**config.mk**
```make
export PLATFORM = sky130hd
export DESIGN_NAME = controle_navegacao
export DESIGN_NICKNAME = d
export VERILOG_FILES = /design/src/rtl/robo_pkg.sv /design/src/rtl/temporizador_limpeza.sv /design/src/rtl/controle_navegacao.sv
export SDC_FILE = /design/constraint.sdc
export NUM_CORES = 1
export LEC_CHECK = 0
export ABC_AREA = 0
export CAP_MARGIN = 0
export CORE_MARGIN = 3
export CORE_UTILIZATION = 56
export DETAILED_ROUTE_END_ITERATION = 10
export GPL_ROUTABILITY_DRIVEN = 1
export PLACE_DENSITY_LB_ADDON = 0.12
export SETUP_SLACK_MARGIN = 0.5
export SLEW_MARGIN = 25
export SYNTH_ARGS = -nofsm -noshare
export SYNTH_HDL_FRONTEND = slang
export SYNTH_HIERARCHICAL = 1
export SYNTH_SLANG_ARGS = --single-unit
export TNS_END_PERCENT = 20
```
**constraint.sdc**
```tcl
create_clock -name clockc3 -period 2.5 [get_ports clockc3]
set_clock_uncertainty 0.05 [all_clocks]
set_input_delay 0.75 -clock clockc3 [delete_from_list [all_inputs] [get_ports clockc3]]
set_output_delay 0.75 -clock clockc3 [all_outputs]
set_load 0.05 [all_outputs]
```
**src/rtl/robo_pkg.sv**
```systemverilog
// Shared codes for the cleaning-robot navigation controller: state and heading
// encodings plus the clockwise heading rotation.
`timescale 1ns/1ps
package robo_pkg;

  typedef enum logic [2:0] {
    OCIOSO    = 3'b000,
    AVANCA    = 3'b001,
    LIMPA     = 3'b010,
    GIRA      = 3'b011,
    BLOQUEADO = 3'b100
  } estado_t;

  typedef enum logic [2:0] {
    ORI_NENHUMA = 3'b000,
    ORI_N       = 3'b001,
    ORI_O       = 3'b010,
    ORI_L       = 3'b011,
    ORI_S       = 3'b100
  } orient_t;

  // Last turn count before every heading has been tried.
  localparam logic [1:0] GIROS_MAX = 2'd3;

  // Clockwise: N -> L -> S -> O -> N; an unset heading restarts at N.
  function automatic orient_t gira_horario(input orient_t o);
    orient_t r;
    case (o)
      ORI_N:   r = ORI_L;
      ORI_L:   r = ORI_S;
      ORI_S:   r = ORI_O;
      ORI_O:   r = ORI_N;
      default: r = ORI_N;
    endcase
    return r;
  endfunction

endpackage

```
**src/rtl/temporizador_limpeza.sv**
```systemverilog
// Cleaning wait counter: counts enabled cycles from zero and flags the
// terminal count LIMITE-1; clear has priority over enable.
`timescale 1ns/1ps
module temporizador_limpeza #(
  parameter int unsigned LIMITE = 16
) (
  input  logic clockc3,
  input  logic reset,
  input  logic clear,
  input  logic enable,
  output logic terminal
);

  localparam int unsigned W = (LIMITE > 1) ? $clog2(LIMITE) : 1;
  localparam logic [W-1:0] ULTIMO = W'(LIMITE - 1);
  localparam logic [W-1:0] UM     = W'(1);

  logic [W-1:0] conta_q, conta_d;

  // Next count; saturates at the terminal value.
  always_comb begin
    conta_d = conta_q;
    if (clear) begin
      conta_d = '0;
    end else if (enable && (conta_q != ULTIMO)) begin
      conta_d = conta_q + UM;
    end else begin
      conta_d = conta_q;
    end
  end

  // Count register.
  always_ff @(posedge clockc3 or negedge reset) begin
    if (!reset) begin
      conta_q <= '0;
    end else begin
      conta_q <= conta_d;
    end
  end

  assign terminal = (conta_q == ULTIMO);

endmodule

```
**src/rtl/controle_navegacao.sv**
```systemverilog
// Navigation controller: Moore FSM steering the advance unit, turning on walls
// and requesting cleaning on dirt, with blocked/timeout error reporting.
`timescale 1ns/1ps
module controle_navegacao
  import robo_pkg::*;
#(
  parameter int unsigned TIMEOUT_LIMPEZA = 16
) (
  input  logic       clockc3,
  input  logic       reset,
  input  logic       inicio,
  input  logic       fim,
  input  logic       parede,
  input  logic       sujeira,
  input  logic       limpeza_ok,
  output logic       avancar,
  output logic [0:2] orientacao,
  output logic       limpar,
  output logic       erro,
  output logic [0:2] estado,
  output logic [7:0] passos
);

  estado_t    estado_q, estado_d;
  orient_t    orient_q, orient_d;
  logic [7:0] passos_q, passos_d;
  logic [1:0] giros_q, giros_d;
  logic       erro_q, erro_d;
  logic       avancar_q, avancar_d;
  logic       limpar_q, limpar_d;
  logic       fim_espera_s;

  temporizador_limpeza #(
    .LIMITE (TIMEOUT_LIMPEZA)
  ) u_temporizador (
    .clockc3  (clockc3),
    .reset    (reset),
    .clear    (estado_q != LIMPA),
    .enable   (estado_q == LIMPA),
    .terminal (fim_espera_s)
  );

  // Next state and register updates; priority is fim > sujeira > parede > advance.
  always_comb begin
    estado_d = estado_q;
    orient_d = orient_q;
    passos_d = passos_q;
    giros_d  = giros_q;
    erro_d   = erro_q;
    case (estado_q)
      OCIOSO: begin
        if (fim) begin
          estado_d = OCIOSO;
        end else if (inicio) begin
          estado_d = AVANCA;
          orient_d = ORI_N;
          passos_d = 8'd0;
          erro_d   = 1'b0;
        end else begin
          estado_d = OCIOSO;
        end
      end
      AVANCA: begin
        if (fim) begin
          estado_d = OCIOSO;
        end else if (sujeira) begin
          estado_d = LIMPA;
        end else if (parede) begin
          estado_d = GIRA;
          orient_d = gira_horario(orient_q);
          giros_d  = 2'd1;
        end else begin
          passos_d = passos_q + 8'd1;
        end
      end
      LIMPA: begin
        if (fim) begin
          estado_d = OCIOSO;
        end else if (limpeza_ok) begin
          estado_d = AVANCA;
        end else if (fim_espera_s) begin
          estado_d = BLOQUEADO;
          erro_d   = 1'b1;
        end else begin
          estado_d = LIMPA;
        end
      end
      GIRA: begin
        if (fim) begin
          estado_d = OCIOSO;
        end else if (sujeira) begin
          estado_d = LIMPA;
          giros_d  = 2'd0;
        end else if (parede) begin
          if (giros_q == GIROS_MAX) begin
            estado_d = BLOQUEADO;
            erro_d   = 1'b1;
          end else begin
            orient_d = gira_horario(orient_q);
            giros_d  = giros_q + 2'd1;
          end
        end else begin
          estado_d = AVANCA;
          giros_d  = 2'd0;
        end
      end
      BLOQUEADO: begin
        if (fim || inicio) begin
          estado_d = OCIOSO;
        end else begin
          estado_d = BLOQUEADO;
        end
      end
      default: begin
        estado_d = OCIOSO;
      end
    endcase
    // Drive strobes follow the state being entered so they are flop outputs.
    avancar_d = (estado_d == AVANCA);
    limpar_d  = (estado_d == LIMPA);
  end

  // State and output registers.
  always_ff @(posedge clockc3 or negedge reset) begin
    if (!reset) begin
      estado_q  <= OCIOSO;
      orient_q  <= ORI_NENHUMA;
      passos_q  <= 8'd0;
      giros_q   <= 2'd0;
      erro_q    <= 1'b0;
      avancar_q <= 1'b0;
      limpar_q  <= 1'b0;
    end else begin
      estado_q  <= estado_d;
      orient_q  <= orient_d;
      passos_q  <= passos_d;
      giros_q   <= giros_d;
      erro_q    <= erro_d;
      avancar_q <= avancar_d;
      limpar_q  <= limpar_d;
    end
  end

  assign avancar    = avancar_q;
  assign orientacao = orient_q;
  assign limpar     = limpar_q;
  assign erro       = erro_q;
  assign estado     = estado_q;
  assign passos     = passos_q;

endmodule

```
# [After elaboration in Yosys (flattened, before gate mapping)]
# Cells that the tools add are included.
[word_totals] regBits=23
[classes] n_addsub=3 eq_ne=28 mux=51 reduce_logical=12
[ops] operator="$mux W3" n=20
[ops] operator="$mux W8" n=5
[ops] operator="$ne A2 B2 Y1 const B" n=14
[ops] operator="$reduce_and A10 Y1" n=2
[ops] operator="$pmux W3 S3" n=2
[ops] operator="$pmux W8 S2" n=1
[ops] operator="$pmux W3 S5" n=1
[ops] operator="$mux W2" n=7
[ops] operator="$eq A3 B2 Y1 const B" n=4
[ops] operator="$reduce_and A6 Y1" n=2
[ops] operator="$mux W1" n=11
[ops] operator="$eq A3 B1 Y1 const B" n=3
[ops] operator="$add A8 B1 Y8 const B" n=1
[ops] operator="$mux W4" n=2
[ops] operator="$ne A4 B4 Y1 const B" n=2
[ops] operator="$eq A3 B3 Y1 const B" n=2
[ops] operator="$reduce_bool A2 Y1" n=3
[ops] operator="$reduce_bool A3 Y1" n=2
[ops] operator="$add A4 B1 Y4 const B" n=1
[ops] operator="$eq A4 B4 Y1 const B" n=1
[ops] operator="$pmux W2 S2" n=1
[ops] operator="$logic_not A3 Y1" n=1
[ops] operator="$ne A3 B2 Y1 const B" n=1
[ops] operator="$pmux W1 S3" n=1
[ops] operator="other kinds (4)" n=4

# [Longest topological paths before layout]
# Gate-level depths: netlist (run 1).
[depth] ltp_word=7 ltp_mapped=6 ltp_nobuf=6

# [Modules after synthesis]
# The synthesis (run 1) kept the hierarchy.
[by_module_without_submodules] module="controle_navegacao" instances=1 cells_each=131 area_each_um2=1197.4 seq_area_each_um2=475.5
[by_module_without_submodules] module="temporizador_limpeza" instances=1 cells_each=20 area_each_um2=229.0 seq_area_each_um2=100.1

# [Worst setup path before layout (run 1)]
# Ideal clock, no wire load.
[synth_timing] kind="input to register" from="input port fim" to="register passos_q[3], in the netlist passos[3]" t_arrival_ns=1.842 t_required_ns=2.373 slack_ns=0.530 cell_stages=6 path_buffers=2 cell_sequence="buf_6 > nor3_4 > o21ai_2 > buf_6 > or4_1 > a21oi_1"
[synth_via] elab_chain_len=2 word_cells_on_any_way=3 classes_between="eq/ne: 2; reduce/logical: 1"
[synth_rtl] element="start: declaration" line_no="controle_navegacao.sv:12" text="input logic fim,"
[synth_rtl] element="$ne A2 B2 Y1 (no source line)"
[synth_rtl] element="$reduce_and A6 Y1 (no source line) *"
[synth_rtl] element="end signal: assignment" line_no="controle_navegacao.sv:136" text="passos_q <= passos_d;"
[synth_rtl] element="end: declaration" line_no="controle_navegacao.sv:26" text="logic [7:0] passos_q, passos_d;"
# Every way passes the cells marked *; elsewhere a longest branch is shown, timed or not.
# A chain may end at the register's enable or synchronous reset.

# [Final worst setup path (run 1)]
[layout_timing] from="register passos_q[0], in the netlist passos[0]" to="output port passos[0]"
[layout_rtl] element="end: declaration" line_no="controle_navegacao.sv:21" text="output logic [7:0] passos"
# No word-level cell between the ends.

==> results of run 1 <==
per-layer routing:
layer	track usage [%]	wire length, µm	vias to the layer above
met5	0	0	-
met4	6.102	22	0
li1	-	-	616
met2	33.99	1505	47
met3	4.828	190	4
met1	29.80	1446	609
per-stage QoR:
stage	power, mW	hold WS (ps)	utilization [%]
2_1_floorplan	0.5979	404.4	-
3_3_place_gp	0.6842	442.5	73.61
3_5_place_dp	0.6921	462.3	73.61
4_1_cts	0.8589	495.3	74.42
5_1_grt	0.9100	525.5	76.63
6_report	0.8580	494.4	76.63
power groups by stage:
stage	clock network, mW	logic, mW	registers (mW)
finish	0.172	0.249	0.437
global route	0.199	0.268	0.443
CTS	0.183	0.240	0.436
detailed placement	0	0.249	0.443
global placement	0	0.243	0.441
floorplan	0	0.0922	0.506
kinds of logic after synthesis:
family	after synthesis	synth area share, %
flip-flops	23	40.35
adder cells (fa/ha/maj)	3	2.632
buffers and inverters	12	4.561
multiplexers	6	4.649
XOR/XNOR	4	2.456
AO/OA/AOI/OAI	40	18.68
AND/OR/NAND/NOR	63	26.67
path summary, 6_finish.rpt:
path / startpoint / endpoint / cells after the start
hold / removal: erro$_DFFE_PN0P_ / erro$_DFFE_PN0P_ / 1
min in group asynchronous: reset / passos[1]$_DFFE_PN0P_ / 2
max in group asynchronous: reset / orientacao[1]$_DFFE_PN0P_ / 2
setup reg to reg: estado[1]$_DFF_PN0_ / avancar$_DFF_PN0_ / 4
hold reg to reg: erro$_DFFE_PN0P_ / erro$_DFFE_PN0P_ / 1
setup / recovery: passos[0]$_DFFE_PN0P_ / passos[0] / 1
state kept, by name, indices dropped and copies added, names as in the netlist:
signal                  cells
avancar                     1
erro                        1
estado                      3
giros_q                     2
limpar                      1
orientacao                  3
passos                      8
u_temporizador/conta_q      4
final cells by class:
cell class,count,area share [%]
Tap cell,28,1.972
Clock inverter,1,0.2817
Sequential cell,23,32.39
Timing Repair Buffer,35,18.03
Multi-Input combinational cell,116,45.21
Inverter,4,0.8451
Clock buffer,3,1.268
what timing repair did:
item,4_1_cts,5_1_grt
buffers inserted,0,4
cloned,0,0
endpoints found under the setup margin,24,28
pin swaps,0,2
hold buffers,0,0
hold endpoints to repair,0,0
gates resized for setup,19,9
synth_stat cells, types with 3 or more instances:
| library cell | count | area share, % |
|---|---|---|
| ha_1 | 3 | 2.6 |
| o31ai_1 | 3 | 1.6 |
| nand3_1 | 5 | 1.8 |
| nor2_1 | 12 | 3.2 |
| o21ai_0 | 13 | 4.6 |
| xor2_1 | 4 | 2.5 |
| a21boi_0 | 3 | 1.6 |
| nand2b_1 | 6 | 2.6 |
| inv_1 | 4 | 1.1 |
| nand2_1 | 12 | 3.2 |
| mux2i_1 | 4 | 2.8 |
| dfrtp_1 | 23 | 40 |
| nor3_1 | 3 | 1.1 |
| a21oi_1 | 9 | 3.2 |
| or4_1 | 4 | 2.1 |
| buf_2 | 4 | 1.4 |
==> flow_summary.json, run 1 <==
{
  "status": "finished, final reports clean",
  "viasPerCell": 6.076,
  "insertion_delay_ps": 310,
  "ys.flop_type": "dfrtp_1",
  "antenna_found_initial": 0,
  "die_x_um": 56.47,
  "final_area_mm2": 0.001777,
  "worstPathCellList": "dlygate4sd2_1",
  "holdCritPathClass": "reg -> reg",
  "grt_usage_pct": 21.63,
  "final_cell_mix": "dfrtp_1 (23), buf_4 (14), o21ai_0 (13)",
  "drive_gt1_share_pct": 22.53,
  "r2r_slack_ps": 640,
  "wl_mm": 3.164,
  "synth_edf_count": 0,
  "critical_path.top_delay_family": "buffers and inverters",
  "crit_buf_inv": 1,
  "core_mm2": 0.002318,
  "syn_area_mm2": 0.001426,
  "ant_nets": 0,
  "slowest_delay_ps": 550,
  "rows": 17,
  "p_comb_share_pct": 29.0,
  "area_delta_synth_final_pct": 24.56,
  "synth_fp_nets": 161,
  "numPortBuffers": 23,
  "diodes": 0,
  "relSlewSlack_pct": 62.51,
  "finalCritPeriodShare_pct": 83.85,
  "ys_ff_latch": 23,
  "dpl.hpwl_mm": 2.260,
  "post-place-ws_ps": -13.20,
  "criticalPathCategory": "reg -> out",
  "dieArea_mm2": 0.003189,
  "multi_input_area_um2": 803.3,
  "fin_ws_ps": 403.8,
  "worstMarginPinSlew_ps": 562.3,
  "post-route-drc-count": 0,
  "avgSynthCellArea_um2": 9.446,
  "cts.clk_slew.worst_paths_ps": 130,
  "synthCells": 151,
  "power.switching_mw": 0.3080,
  "grt_pass1_vias": 1161,
  "start_kind": "register",
  "seq_power_share_pct": 51.0,
  "cp_max_fo": 5,
  "wl_per_cell_um": 15.07,
  "arrival_ps": 1300,
  "internal_power_mw": 0.5500,
  "crit_path_end_kind": "output pin",
  "cts_sinks": 23,
  "slew_violations": 0,
  "p_clk_share_pct": 20.1,
  "yosysWarnings": 6,
  "numCtsBuffers": 3,
  "dpl_cell_area_mm2": 0.001707,
  "htree_levels": 1,
  "die_h_um": 56.47,
  "cts-root-buf": "clkbuf_4",
  "worstPathRequired_ps": 1700,
  "num_vias": 1276,
  "setup_tns_ps": 0,
  "gp_congestion": 0.8414,
  "grt_pass1_wl_mm": 5.533,
  "cts_tree": "done",
  "ioPinCount": 24,
  "clockBufferDepth": 2,
  "dr.pass1.iters": 4,
  "fill_cells": 174,
  "fin_crit_ps": 2096,
  "p_leak_nw": 0.8120,
  "max-cap-violations": 0,
  "final_common_cell": "dfrtp_1",
  "yosysUniqueCellTypes": 47,
  "power_density_mw_per_mm2": 482.9,
  "cpMaxStageDelayCell": "dlygate4sd2_1",
  "rsz0062_at_grt": "yes",
  "dp_cells": 202,
  "start_util_pct": 61.52,
  "final_cells": 210,
  "final_nets": 193,
  "regArea_um2": 575.6,
  "setup_viol": 0,
  "switching_share_pct": 35.90,
  "synthArstFlopShare_pct": 100.0,
  "ir_drop_uv": 389.1,
  "final_hold_viol_count": 0,
  "grt_max_degree": 24,
  "seq_area_frac_synth_pct": 40.35,
  "grt-ovfl-total": 0,
  "drt_iter0_drc": 36,
  "fmax_ghz": 0.4771
}
(Power assumes the default switching activity.)
==> inputs of run 2 (changes only) <==
CORE_ASPECT_RATIO = 2   (was default)
CORE_UTILIZATION = 52   (was 56)
clock period = 2.18 ns   (was 2.5 ns; I/O delays follow)
==> run 2 against run 1 <==
Flip-flop and latch count stayed put. Via count is 6.6% higher. Combinational power is 22% higher. Largest cell class unchanged. Largest power group unchanged.
==> flow_summary.json, run 2 (synthesized netlist as in run 1, its figures left out) <==
{
  "cts_hold_buf": 0,
  "status": "finished, final reports clean",
  "power_density_mw_per_mm2": 581.4,
  "gp_congestion": 0.8461,
  "p_leak_nw": 0.8148,
  "clockBufferDepth": 2,
  "die_x_um": 43.04,
  "cp_max_fo": 4,
  "grt_pass1_wl_mm": 6.113,
  "grt-ovfl-total": 0,
  "worstMarginPinSlew_ps": 334.9,
  "largest_reg_flops": 8,
  "relSlewSlack_pct": 77.60,
  "power.switching_mw": 0.3733,
  "crit_buf_inv": 0,
  "antenna_found_initial": 0,
  "core_mm2": 0.002603,
  "fill_cells": 214,
  "numPortBuffers": 23,
  "final_cells": 218,
  "grt_pass1_vias": 1413,
  "setup_tns_ps": 0,
  "grt_usage_pct": 22.98,
  "post-route-drc-count": 0,
  "p_comb_share_pct": 28.3,
  "finalPower_mw": 1.077,
  "worstPathCellList": "ha_1, and3_4, nor2_1, o21ai_0, o21ai_0, o221a_2",
  "dp_cells": 206,
  "rsz0062_at_grt": "yes",
  "start_kind": "register",
  "cts.clk_slew.worst_paths_ps": 80,
  "dieArea_mm2": 0.003446,
  "setup_viol": 0,
  "switching_share_pct": 34.67,
  "arrival_ps": 1830,
  "num_vias": 1360,
  "max-cap-violations": 0,
  "slew_violations": 0,
  "seq_power_share_pct": 46.9,
  "final_cell_mix": "buf_4 (31), dfrtp_1 (20), o21ai_0 (13)",
  "p_clk_share_pct": 24.8,
  "drt_iter0_drc": 48,
  "fmax_ghz": 0.5789,
  "dpl.hpwl_mm": 2.698,
  "rows": 26,
  "multi_input_area_um2": 828.3,
  "ir_drop_uv": 506.8,
  "regArea_um2": 579.3,
  "wl_mm": 3.781,
  "finalCritPeriodShare_pct": 79.24,
  "htree_levels": 1,
  "crit_path_end_kind": "register",
  "fin_crit_ps": 1728,
  "final_common_cell": "buf_4",
  "viasPerCell": 6.239,
  "die_h_um": 80.07,
  "cts-root-buf": "clkbuf_8",
  "area_delta_synth_final_pct": 29.82,
  "wl_per_cell_um": 17.34,
  "final_hold_viol_count": 0,
  "critical_path.top_delay_family": "compound AO/OA/AOI/OAI gates",
  "ioPinCount": 24,
  "criticalPathCategory": "reg -> reg",
  "drive_gt1_share_pct": 34.74,
  "ant_nets": 0,
  "cts_sinks": 23,
  "insertion_delay_ps": 270,
  "final_nets": 201,
  "holdCritPathClass": "reg -> reg",
  "path_common_cell": "o21ai_0",
  "cts_tree": "done",
  "worstPathRequired_ps": 2290,
  "slowest_delay_ps": 400,
  "dr.pass1.iters": 4,
  "diodes": 0,
  "cpMaxStageDelayCell": "dfrtp_1",
  "internal_power_mw": 0.7033,
  "start_util_pct": 54.81,
  "numCtsBuffers": 3,
  "grt_max_degree": 24
}
-- run 2: path summary, 6_finish.rpt --
path,start,endpoint,slack (ps),depth (start not counted)
hold / removal,erro$_DFFE_PN0P_,erro$_DFFE_PN0P_,480,1
min in group asynchronous,reset,passos[4]$_DFFE_PN0P_,690,2
max in group asynchronous,reset,estado[2]$_DFF_PN0_,1130,2
setup reg to reg,u_temporizador/conta_q[0]$_DFFE_PN0P_,limpar$_DFF_PN0_,450,6
setup / recovery,u_temporizador/conta_q[0]$_DFFE_PN0P_,limpar$_DFF_PN0_,450,6
hold reg to reg,erro$_DFFE_PN0P_,erro$_DFFE_PN0P_,480,1
-- run 2: stage by stage --
step	worst slack [ps]	utilization (%)	hold slack (ps)	area, µm²
6_report	452.5	71.15	476.0	1852
3_3_place_gp	-71.32	65.72	436.4	1710
2_1_floorplan	391.7	-	308.4	1434
4_1_cts	395.7	69.23	480.3	1802
5_1_grt	334.2	71.15	496.0	1852
3_5_place_dp	-172.4	65.72	461.3	1710
-- run 2: power by group through the flow --
stage | Clock (mW) | Combinational (mW) | Sequential [mW]
after global placement | 0 | 0.280 | 0.508
after detailed placement | 0 | 0.287 | 0.511
after floorplan | 0 | 0.106 | 0.581
after CTS | 0.273 | 0.299 | 0.501
final | 0.267 | 0.304 | 0.505
after global routing | 0.284 | 0.324 | 0.511
-- run 2: final cells by class --
class	instances	share of cell area [%]
clock buffer	4	2.432
inverter	4	0.8108
timing repair buffer	43	18.85
multi-input combinational	116	44.73
tap	28	1.892
sequential	23	31.28
-- run 2: layer usage --
layer,global-route usage [%],part of all wire (%)
met3,2.018,4.4
met1,23.52,35
met5,0,0
met4,13.29,5.3
met2,43.22,56
-- run 2: timing repair --
action / CTS / global route
buffers inserted: 4 / 4
resized for setup: 26 / 5
pin swaps: 9 / 2
setup endpoints to repair: 25 / 21
hold endpoints to repair: 0 / 0
==> inputs of run 3 (changes only) <==
clock period = 1.6 ns   (was 2.18 ns; I/O delays follow)
==> run 3 against run 2 <==
The flow now stops in global routing. Synthesized cell count is the same. Area after synthesis did not move.
==> flow_summary.json, run 3 <==
{
  "status": "aborted with a tool error",
  "stop_stage": "global routing",
  "stop_error": "[ERROR DPL-0033] detailed placement checks failed during check placement.",
  "cts-root-buf": "clkbuf_8",
  "numPortBuffers": 23,
  "die_h_um": 80.07,
  "htree_levels": 1,
  "yosys.area_share.xor_xnor_pct": 2.456,
  "synth_commonest_cells": "dfrtp_1 (23), o21ai_0 (13), nand2_1 (12), nor2_1 (12), a21oi_1 (9)",
  "muxShareOfSynthArea_pct": 4.649,
  "synth_top_family_by_area": "simple AND/OR/NAND/NOR gates",
  "seq_area_frac_synth_pct": 40.35,
  "yosysUniqueCellTypes": 47,
  "gp_congestion": 0.8917,
  "die_x_um": 43.04,
  "synthArstFlopShare_pct": 100.0,
  "post-place-ws_ps": -610.3,
  "synth-compound-area-share_pct": 18.68,
  "dp_cells": 225,
  "cts_sinks": 23,
  "synth_fp_nets": 161,
  "clockBufferDepth": 2,
  "dpl.hpwl_mm": 3.136,
  "rows": 26,
  "ioPinCount": 24,
  "synthAdderAreaFrac_pct": 2.632,
  "grt_max_degree": 24,
  "synth_area_leader_cell": "dfrtp_1",
  "endpoint_type": "register input",
  "synthCells": 151,
  "avgSynthCellArea_um2": 9.446,
  "ys.flop_type": "dfrtp_1",
  "syn_area_mm2": 0.001426,
  "synth_top_area_share_pct": 40.35,
  "synthTopCellsByArea": "dfrtp_1 (40%), o21ai_0 (4.6%), a21oi_1 (3.2%)",
  "synthSimpleGateAreaFrac_pct": 26.67,
  "synth.most_common_cell": "dfrtp_1",
  "numCtsBuffers": 3,
  "start_util_pct": 54.81,
  "synth_edf_count": 0,
  "antenna_found_initial": 0,
  "ys_ff_latch": 23,
  "postGrtWorstEndpoint": "passos[7]$_DFFE_PN0P_/D",
  "yosysWarnings": 6
}
==> run 3: cell counts after synthesis <==
No cell type changed its count.
==> run 3: what timing repair did <==
| item | CTS |
|---|---|
| pin swaps | 10 |
| hold buffers | 0 |
| setup buffers | 13 |
| endpoints found under the setup margin | 40 |
| gates resized for setup | 47 |
| endpoints found under the hold margin | 0 |
==> run 3: per-stage QoR <==
stage / util [%] / cell area [µm²] / TNS [ps] / hold WS [ps]
after floorplan: - / 1470 / -188.1 / 134.4
after global placement: 79.90 / 2079 / -7246 / 445.5
after detailed placement: 79.90 / 2079 / -8508 / 449.9
after CTS: 89.62 / 2332 / 0 / 485.7
==> run 3: cell families after synthesis <==
family | count (synthesis)
AOI/OAI and AO/OA | 40
xor gates and xnor gates | 4
adders and majority gates | 3
buffers and inverters | 12
DFF | 23
muxes | 6
and+or+nand+nor | 63
==> inputs of run 4 (changes only) <==
CORE_AREA = 3 3 64 66   (was default)
CORE_ASPECT_RATIO = default   (was 2)
CORE_MARGIN = default   (was 3)
CORE_UTILIZATION = default   (was 52)
DIE_AREA = 0 0 67 69   (was default)
PLACE_DENSITY_LB_ADDON = 0.15   (was 0.12)
SETUP_SLACK_MARGIN = default   (was 0.5)
==> run 4 against run 3 <==
The flow now finishes without violations.
==> flow_summary.json, run 4 (synthesized netlist as in run 1, its figures left out) <==
{
  "post-route-util_pct": 59.54,
  "dp_cells": 240,
  "area_delta_synth_final_pct": 51.67,
  "setup_viol": 0,
  "dr.pass1.iters": 4,
  "dieArea_mm2": 0.004623,
  "slew_violations": 0,
  "post-place-ws_ps": -522.9,
  "final_nets": 210,
  "worstPathCellList": "buf_4, buf_12",
  "antenna_found_initial": 0,
  "grt_pass1_wl_mm": 5.754,
  "final_cell_mix": "buf_4 (29), dfrtp_1 (18), buf_12 (17)",
  "gp_congestion": 0.8497,
  "ant_nets": 0,
  "fin_ws_ps": 30.68,
  "power.switching_mw": 0.5325,
  "multi_input_area_um2": 849.6,
  "holdCritPathClass": "reg -> reg",
  "grt_usage_pct": 15.84,
  "crit_path_start": "estado[2]$_DFF_PN0_",
  "grt-ovfl-total": 0,
  "final_cells": 247,
  "cts_tree": "done",
  "min_from": "giros_q[1]$_DFFE_PN0P_",
  "arrival_ps": 1040,
  "insertion_delay_ps": 260,
  "drt_iter0_drc": 42,
  "internal_power_mw": 1.053,
  "viasPerCell": 5.255,
  "max-cap-violations": 0,
  "fill_cells": 318,
  "start_util_pct": 39.26,
  "final_hold_viol_count": 0,
  "worstMarginPinSlew_ps": 334.3,
  "fin_crit_ps": 1569,
  "slowest_delay_ps": 450,
  "wl_per_cell_um": 14.18,
  "worstPathRequired_ps": 1070,
  "p_comb_share_pct": 33.4,
  "final_area_mm2": 0.002163,
  "clockBufferDepth": 2,
  "largest_reg_flops": 8,
  "start_kind": "register",
  "relSlewSlack_pct": 77.65,
  "switching_share_pct": 33.59,
  "rsz0062_at_grt": "yes",
  "numCtsBuffers": 3,
  "cts.clk_slew.worst_paths_ps": 90,
  "final_common_cell": "buf_4",
  "finalCritPeriodShare_pct": 98.08,
  "fmax_ghz": 0.6372,
  "regArea_um2": 581.8,
  "ir_drop_uv": 481.4,
  "dpl.hpwl_mm": 2.692,
  "numPortBuffers": 23,
  "rows": 22,
  "die_h_um": 69,
  "seq_power_share_pct": 43.4,
  "r2r_slack_ps": 40,
  "wl_mm": 3.503,
  "diodes": 0,
  "criticalPathCategory": "reg -> out",
  "num_vias": 1298,
  "cts_hold_buf": 0,
  "die_x_um": 67,
  "cp_max_fo": 6,
  "p_leak_nw": 0.9067,
  "cts_sinks": 23,
  "p_clk_share_pct": 23.2,
  "drive_gt1_share_pct": 41.71,
  "core_mm2": 0.003633,
  "ioPinCount": 24,
  "worstReg2RegStart": "estado[0]$_DFF_PN0_",
  "status": "finished, final reports clean",
  "post-route-drc-count": 0,
  "grt_max_degree": 24,
  "crit_path_end_kind": "output pin",
  "cts-root-buf": "clkbuf_8",
  "htree_levels": 1,
  "power_density_mw_per_mm2": 732.7,
  "grt_pass1_vias": 1302,
  "dpl_cell_area_mm2": 0.002054,
  "cpMaxStageDelayCell": "dfrtp_2"
}
## run 4: final timing paths
path,to,depth (start not counted)
hold / removal,giros_q[1]$_DFFE_PN0P_,1
setup reg to reg,passos[5]$_DFFE_PN0P_,4
min in group asynchronous,passos[5]$_DFFE_PN0P_,2
setup / recovery,estado[2],2
hold reg to reg,giros_q[1]$_DFFE_PN0P_,1
max in group asynchronous,estado[1]$_DFF_PN0_,2
## run 4: final cells by class
class,instances,area share [%]
sequential,23,26.89
clock inverter,1,0.2313
tap,48,2.776
inverter,4,0.6940
multi-input combinational,116,39.27
timing repair buffer,52,28.22
clock buffer,3,1.909
## run 4: worst max-delay path, delay by kind of cell (launching register included)
family | cells | cell delay [ps]
buffers and inverters | 2 | 330
DFF | 1 | 450
## run 4: stage by stage
stage                     TNS, ps  power [mW]  hold WS (ps)
after floorplan            -221.6      0.9401         134.4
after global placement      -7089       1.200         443.7
after detailed placement    -7572       1.211         473.9
after CTS                  -4.335       1.587         494.1
after global routing       -67.10       1.668         539.0
final                           0       1.585         499.3
## run 4: repair_timing
action	CTS	global route
pin swaps	4	4
setup buffers	1	2
gates cloned	0	0
setup endpoints to repair	17	12
gates resized for setup	7	15
## run 4: layer usage
layer	share of wire, %	track usage (%)	vias up	routed length, µm
met2	52	28.06	23	1812
li1	-	-	642	-
met4	0.66	6.306	0	23
met3	3.0	1.629	2	106
met1	45	18.95	631	1561
met5	0	0	-	0
## run 4: power by group through the flow
stage	clock [mW]	sequential (mW)	combinational [mW]
5_1_grt	0.413	0.695	0.559
2_1_floorplan	0	0.792	0.149
3_5_place_dp	0	0.700	0.511
4_1_cts	0.382	0.689	0.517
3_3_place_gp	0	0.698	0.502
6_report	0.368	0.688	0.529
==> patch 1 (flow settings as in run 4) <==
Change the parameter `TIMEOUT_LIMPEZA` from 16 to 32.
--- a/src/rtl/controle_navegacao.sv
+++ b/src/rtl/controle_navegacao.sv
@@ -6,3 +6,3 @@
 #(
-  parameter int unsigned TIMEOUT_LIMPEZA = 16
+  parameter int unsigned TIMEOUT_LIMPEZA = 32
 ) (
Function: no difference found for any inputs over 10 cycles, from zero or initial values and one cycle with reset low; that may be too few to reach the edited logic, so the function may still have changed.
==> patch 1 against run 4 <==
The run now ends with setup timing left. Wire length increased by 9.2%. Clock power increased by 46%. Global-route usage increased by 1.1 points. Sequential cell count increased by 1. Final area increased by 11%. Area after synthesis increased by 1.4%. Highest routed layer unchanged. Power increased by 16%. Die area unchanged. Worst setup slack got worse by 0.043 ns.
==> patch 1: results (changes against run 4) <==
outcome=finished, violations left; failing checks=setup timing; Fin Setup TNS=-0.02322 ns (-0.02322 ns); Layout Nets=229 (+9.0%); RR Startpoint=u_temporizador/conta_q[1]$_DFFE_PN0P_; met2 usage=29.80% (+1.7 points); Place WS=-0.6838 ns (-0.1610 ns); Via Count=1,398 (+7.7%); pin count of the biggest net entering global routing=25 (+4.2%); NetSw=563.0 uW (+5.7%); crit-path max FO=4 (-2); Worst Hold Class=primary input to async pin; routed length per instance=14.43 um (+1.8%); setup slack after layout=-0.01221 ns (-0.04289 ns); VDD IR-drop max=496.7 uV (+3.2%); drt first pass iters=4 (unchanged); CTS H-tree lvls=1 (unchanged); top cells by count, synth=24 x dfrtp_1, 15 x nor2_1, 13 x o21ai_0; register area share after synthesis=41.52% (+1.2 points); number of library cell types mapped by synthesis=43 (-8.5%); vias in the first global route=1,465 (+13%); R2R depth=7 (+3); LEAKAGE=1.040 nW (+15%); first-pass GRT wire length=6.237 mm (+8.4%); final setup violation count=3 (+3); reg2reg end=limpar$_DFF_PN0_; M3 GR Usage=2.606% (+0.98 points); Total GRT Usage=16.96% (+1.1 points); Placer Congestion=0.8738 (+2.8%)
## patch 1: worst max path at each step
stage,start,end,slack (ns),cells past startpoint
after global routing,u_temporizador/conta_q[1]$_DFFE_PN0P_,u_temporizador/conta_q[3]$_DFFE_PN0P_,-0.11,6
after global placement,sujeira,giros_q[1]$_DFFE_PN0P_,-0.53,5
after detailed placement,sujeira,giros_q[1]$_DFFE_PN0P_,-0.68,5
after CTS,u_temporizador/conta_q[1]$_DFFE_PN0P_,u_temporizador/conta_q[3]$_DFFE_PN0P_,-0.006,6
after floorplan,estado[0]$_DFF_PN0_,u_temporizador/conta_q[3]$_DFFE_PN0P_,-0.08,7
final,u_temporizador/conta_q[1]$_DFFE_PN0P_,limpar$_DFF_PN0_,-0.01,7
## patch 1: cell families (layout without fill, tap and decap cells)
family / after synthesis / in the layout / share of synthesized area (%)
compound gates: 39 / 39 / 18.08
xor+xnor: 6 / 6 / 3.633
fa+ha+maj: 4 / 4 / 3.460
buf+inv: 13 / 76 / 4.844
flops: 24 / 24 / 41.52
mux: 6 / 6 / 4.239
simple gates: 62 / 62 / 24.22
## patch 1: cell type report
type,count,area (sq um)
multi-input cells,117,900.9
well taps,48,60.06
repair buffers,68,757.0
flip-flops and latches,24,604.3
fillers,290,1225
clock inverters,1,30.03
clock buffers,3,41.29
inverters,4,15.01
## patch 1: critical path, cell delays in order (launching register included)
cell     delay [ns]
dfrtp_1        0.37
ha_2           0.19
and3_4         0.19
ha_4           0.15
nor2_4         0.05
o21ai_1        0.14
o21ai_1        0.11
o221a_2        0.26
## patch 1: per-stage QoR
stage | hold WS (ns) | instances | cell area (sq um)
after floorplan | 0.1344 | 154 | 1506
after global placement | 0.4424 | 255 | 2202
after detailed placement | 0.4514 | 255 | 2202
after CTS | 0.5220 | 264 | 2354
after global routing | 0.5269 | 265 | 2409
final | 0.5121 | 265 | 2409
## patch 1: power groups by stage
stage	combinational (mW)	clock, mW	sequential (mW)
after CTS	0.579	0.548	0.717
after global placement	0.530	0	0.721
after floorplan	0.152	0	0.817
final	0.588	0.537	0.716
after detailed placement	0.546	0	0.725
after global routing	0.625	0.575	0.726
## patch 1: layer usage
metal,up-vias,routed length (um)
met5,-,0
met4,0,61
met3,8,137
met2,32,2036
met1,678,1590
li1,680,-
## patch 1: repair_timing
action | CTS | global route
resized for setup | 21 | 16
setup endpoints to repair | 20 | 18
pin swaps | 6 | 6
cloned | 0 | 0
hold buffers | 0 | 0
buffers inserted | 5 | 1
==> patch 2 (flow settings as in run 4) <==
Without the edit above. Put one more register stage on the output `erro`, with the module's reset. The value now appears one clock later. The other outputs are not delayed to match.
--- a/src/rtl/controle_navegacao.sv
+++ b/src/rtl/controle_navegacao.sv
@@ -146,3 +146,9 @@
   assign limpar     = limpar_q;
-  assign erro       = erro_q;
+  always_ff @(posedge clockc3 or negedge reset) begin
+    if (!reset) begin
+      erro <= '0;
+    end else begin
+      erro <= erro_q;
+    end
+  end
   assign estado     = estado_q;
Behaviour: not the same (a bounded check fails within 10 cycles, from zero or initial values and one cycle with reset low).
==> patch 2 against run 4 <==
Final area rose by 3.3%. Global-route usage increased by 0.35 points. Worst setup slack worse by 0.050 ns. Utilization increased by 2.0 points. Largest cell class unchanged. Synthesized cell count is 8.6% lower. Area after synthesis down 2.6%. First-iteration DRC count up 45%. Sequential share of layout area increased by 0.26 points. Sequential power grew 0.7%. The run now ends with setup timing left. Power is 13% higher. Sequential cell count is 1 higher. Clock power increased by 46%. Wire length rose by 0.37%.
==> patch 2: results (changes against run 4) <==
top cells by count, synth=24 x dfrtp_1, 12 x nor2_1, 8 x nand2_1, 8 x o21ai_0; final setup violation count=1 (+1); crit path max-delay cell type=dfrtp_1; R2R depth=5 (+1); crit-path max FO=3 (-3); Hold Path Origin=erro_q$_DFFE_PN0P_; combinational power=570 uW (+7.8%); reg2reg end=limpar$_DFF_PN0_; met3 wire len=152 um (+43%); Post-Synth XOR/XNOR Area=2.523% (+0.066 points); FF+latch count, synth=24 (+4.3%); # fillers=306 (-3.8%); first-pass GRT wire length=5.878 mm (+2.2%); Sw Share=29.41% (-4.2 points); M1 WL=1.562 mm (about the same); DP Area=2032 sq um (-1.1%); routed length per instance=14.59 um (+2.9%); Hold Path Depth=0 (-1); RR Startpoint=giros_q[0]$_DFFE_PN0P_; failing checks=setup timing; Critical Path AT=1.73 ns (+0.69 ns); Total Power=1.798 mW (+13%); mux cell area share after synthesis=4.234% (-0.41 points); routed wl met2=1.745 mm (-3.7%); worst-margin pin slew=0.3022 ns (-0.03205 ns); Mapped Nets=148 (-8.1%); Total GRT Usage=16.19% (+0.35 points); Critical Path Max Stage Delay=0.39 ns (-0.06 ns); Vias per Instance=5.320 (+1.2%); setup slack after layout=-0.01942 ns (-0.05010 ns); total sequential power=693 uW (+0.7%); placed cells=231 (-3.8%); final WL=3.516 mm (+0.37%); pin count of the biggest net entering global routing=25 (+4.2%); outcome=finished, violations left; Synth Area in Adders=2.703% (+0.071 points); met1 Use GR=22.34% (+3.4 points); fraction of the mapped netlist area in compound gates=14.50% (-4.2 points)
-- patch 2: worst max-delay path by stage --
stage                                      start                        end  cells past startpoint
after global placement                    inicio  orientacao[1]$_DFFE_PN0P_                      6
final                     giros_q[0]$_DFFE_PN0P_           limpar$_DFF_PN0_                      5
after CTS                                sujeira      passos[6]$_DFFE_PN0P_                      5
after detailed placement                 sujeira      passos[7]$_DFFE_PN0P_                      5
after global routing      giros_q[0]$_DFFE_PN0P_           limpar$_DFF_PN0_                      5
after floorplan              estado[0]$_DFF_PN0_      passos[7]$_DFFE_PN0P_                      5
-- patch 2: metrics by stage --
| stage | setup slack, ns | hold slack, ns | setup TNS, ns |
|---|---|---|---|
| 2_1_floorplan | -0.1379 | 0.1344 | -0.9435 |
| 3_3_place_gp | -0.5591 | 0.3263 | -8.372 |
| 3_5_place_dp | -0.6149 | 0.3484 | -8.925 |
| 4_1_cts | 0.0001956 | 0.3677 | 0 |
| 5_1_grt | -0.08325 | 0.3718 | -0.3771 |
| 6_report | -0.01942 | 0.3575 | -0.01942 |
-- patch 2: layout make-up --
cell class              count  share of cell area, %
multi-input cells         105                  37.01
repair buffers             57                  29.45
flip-flops and latches     24                  27.16
well taps                  48                  2.688
clock buffers               3                  1.848
clock inverters             1                  1.344
inverters                   3                 0.5039
-- patch 2: repair_timing --
item                                    4_1_cts  5_1_grt
resized for setup                            20       14
gates cloned                                  0        0
buffers inserted                              3        3
pin swaps                                     9        4
endpoints found under the setup margin       18       17
-- patch 2: critical path: cells and delay by family (launching register included) --
| family | cells | cell delay [ns] |
|---|---|---|
| fa+ha+maj | 1 | 0.21 |
| simple gates | 3 | 0.65 |
| compound gates | 1 | 0.21 |
| flops | 1 | 0.39 |
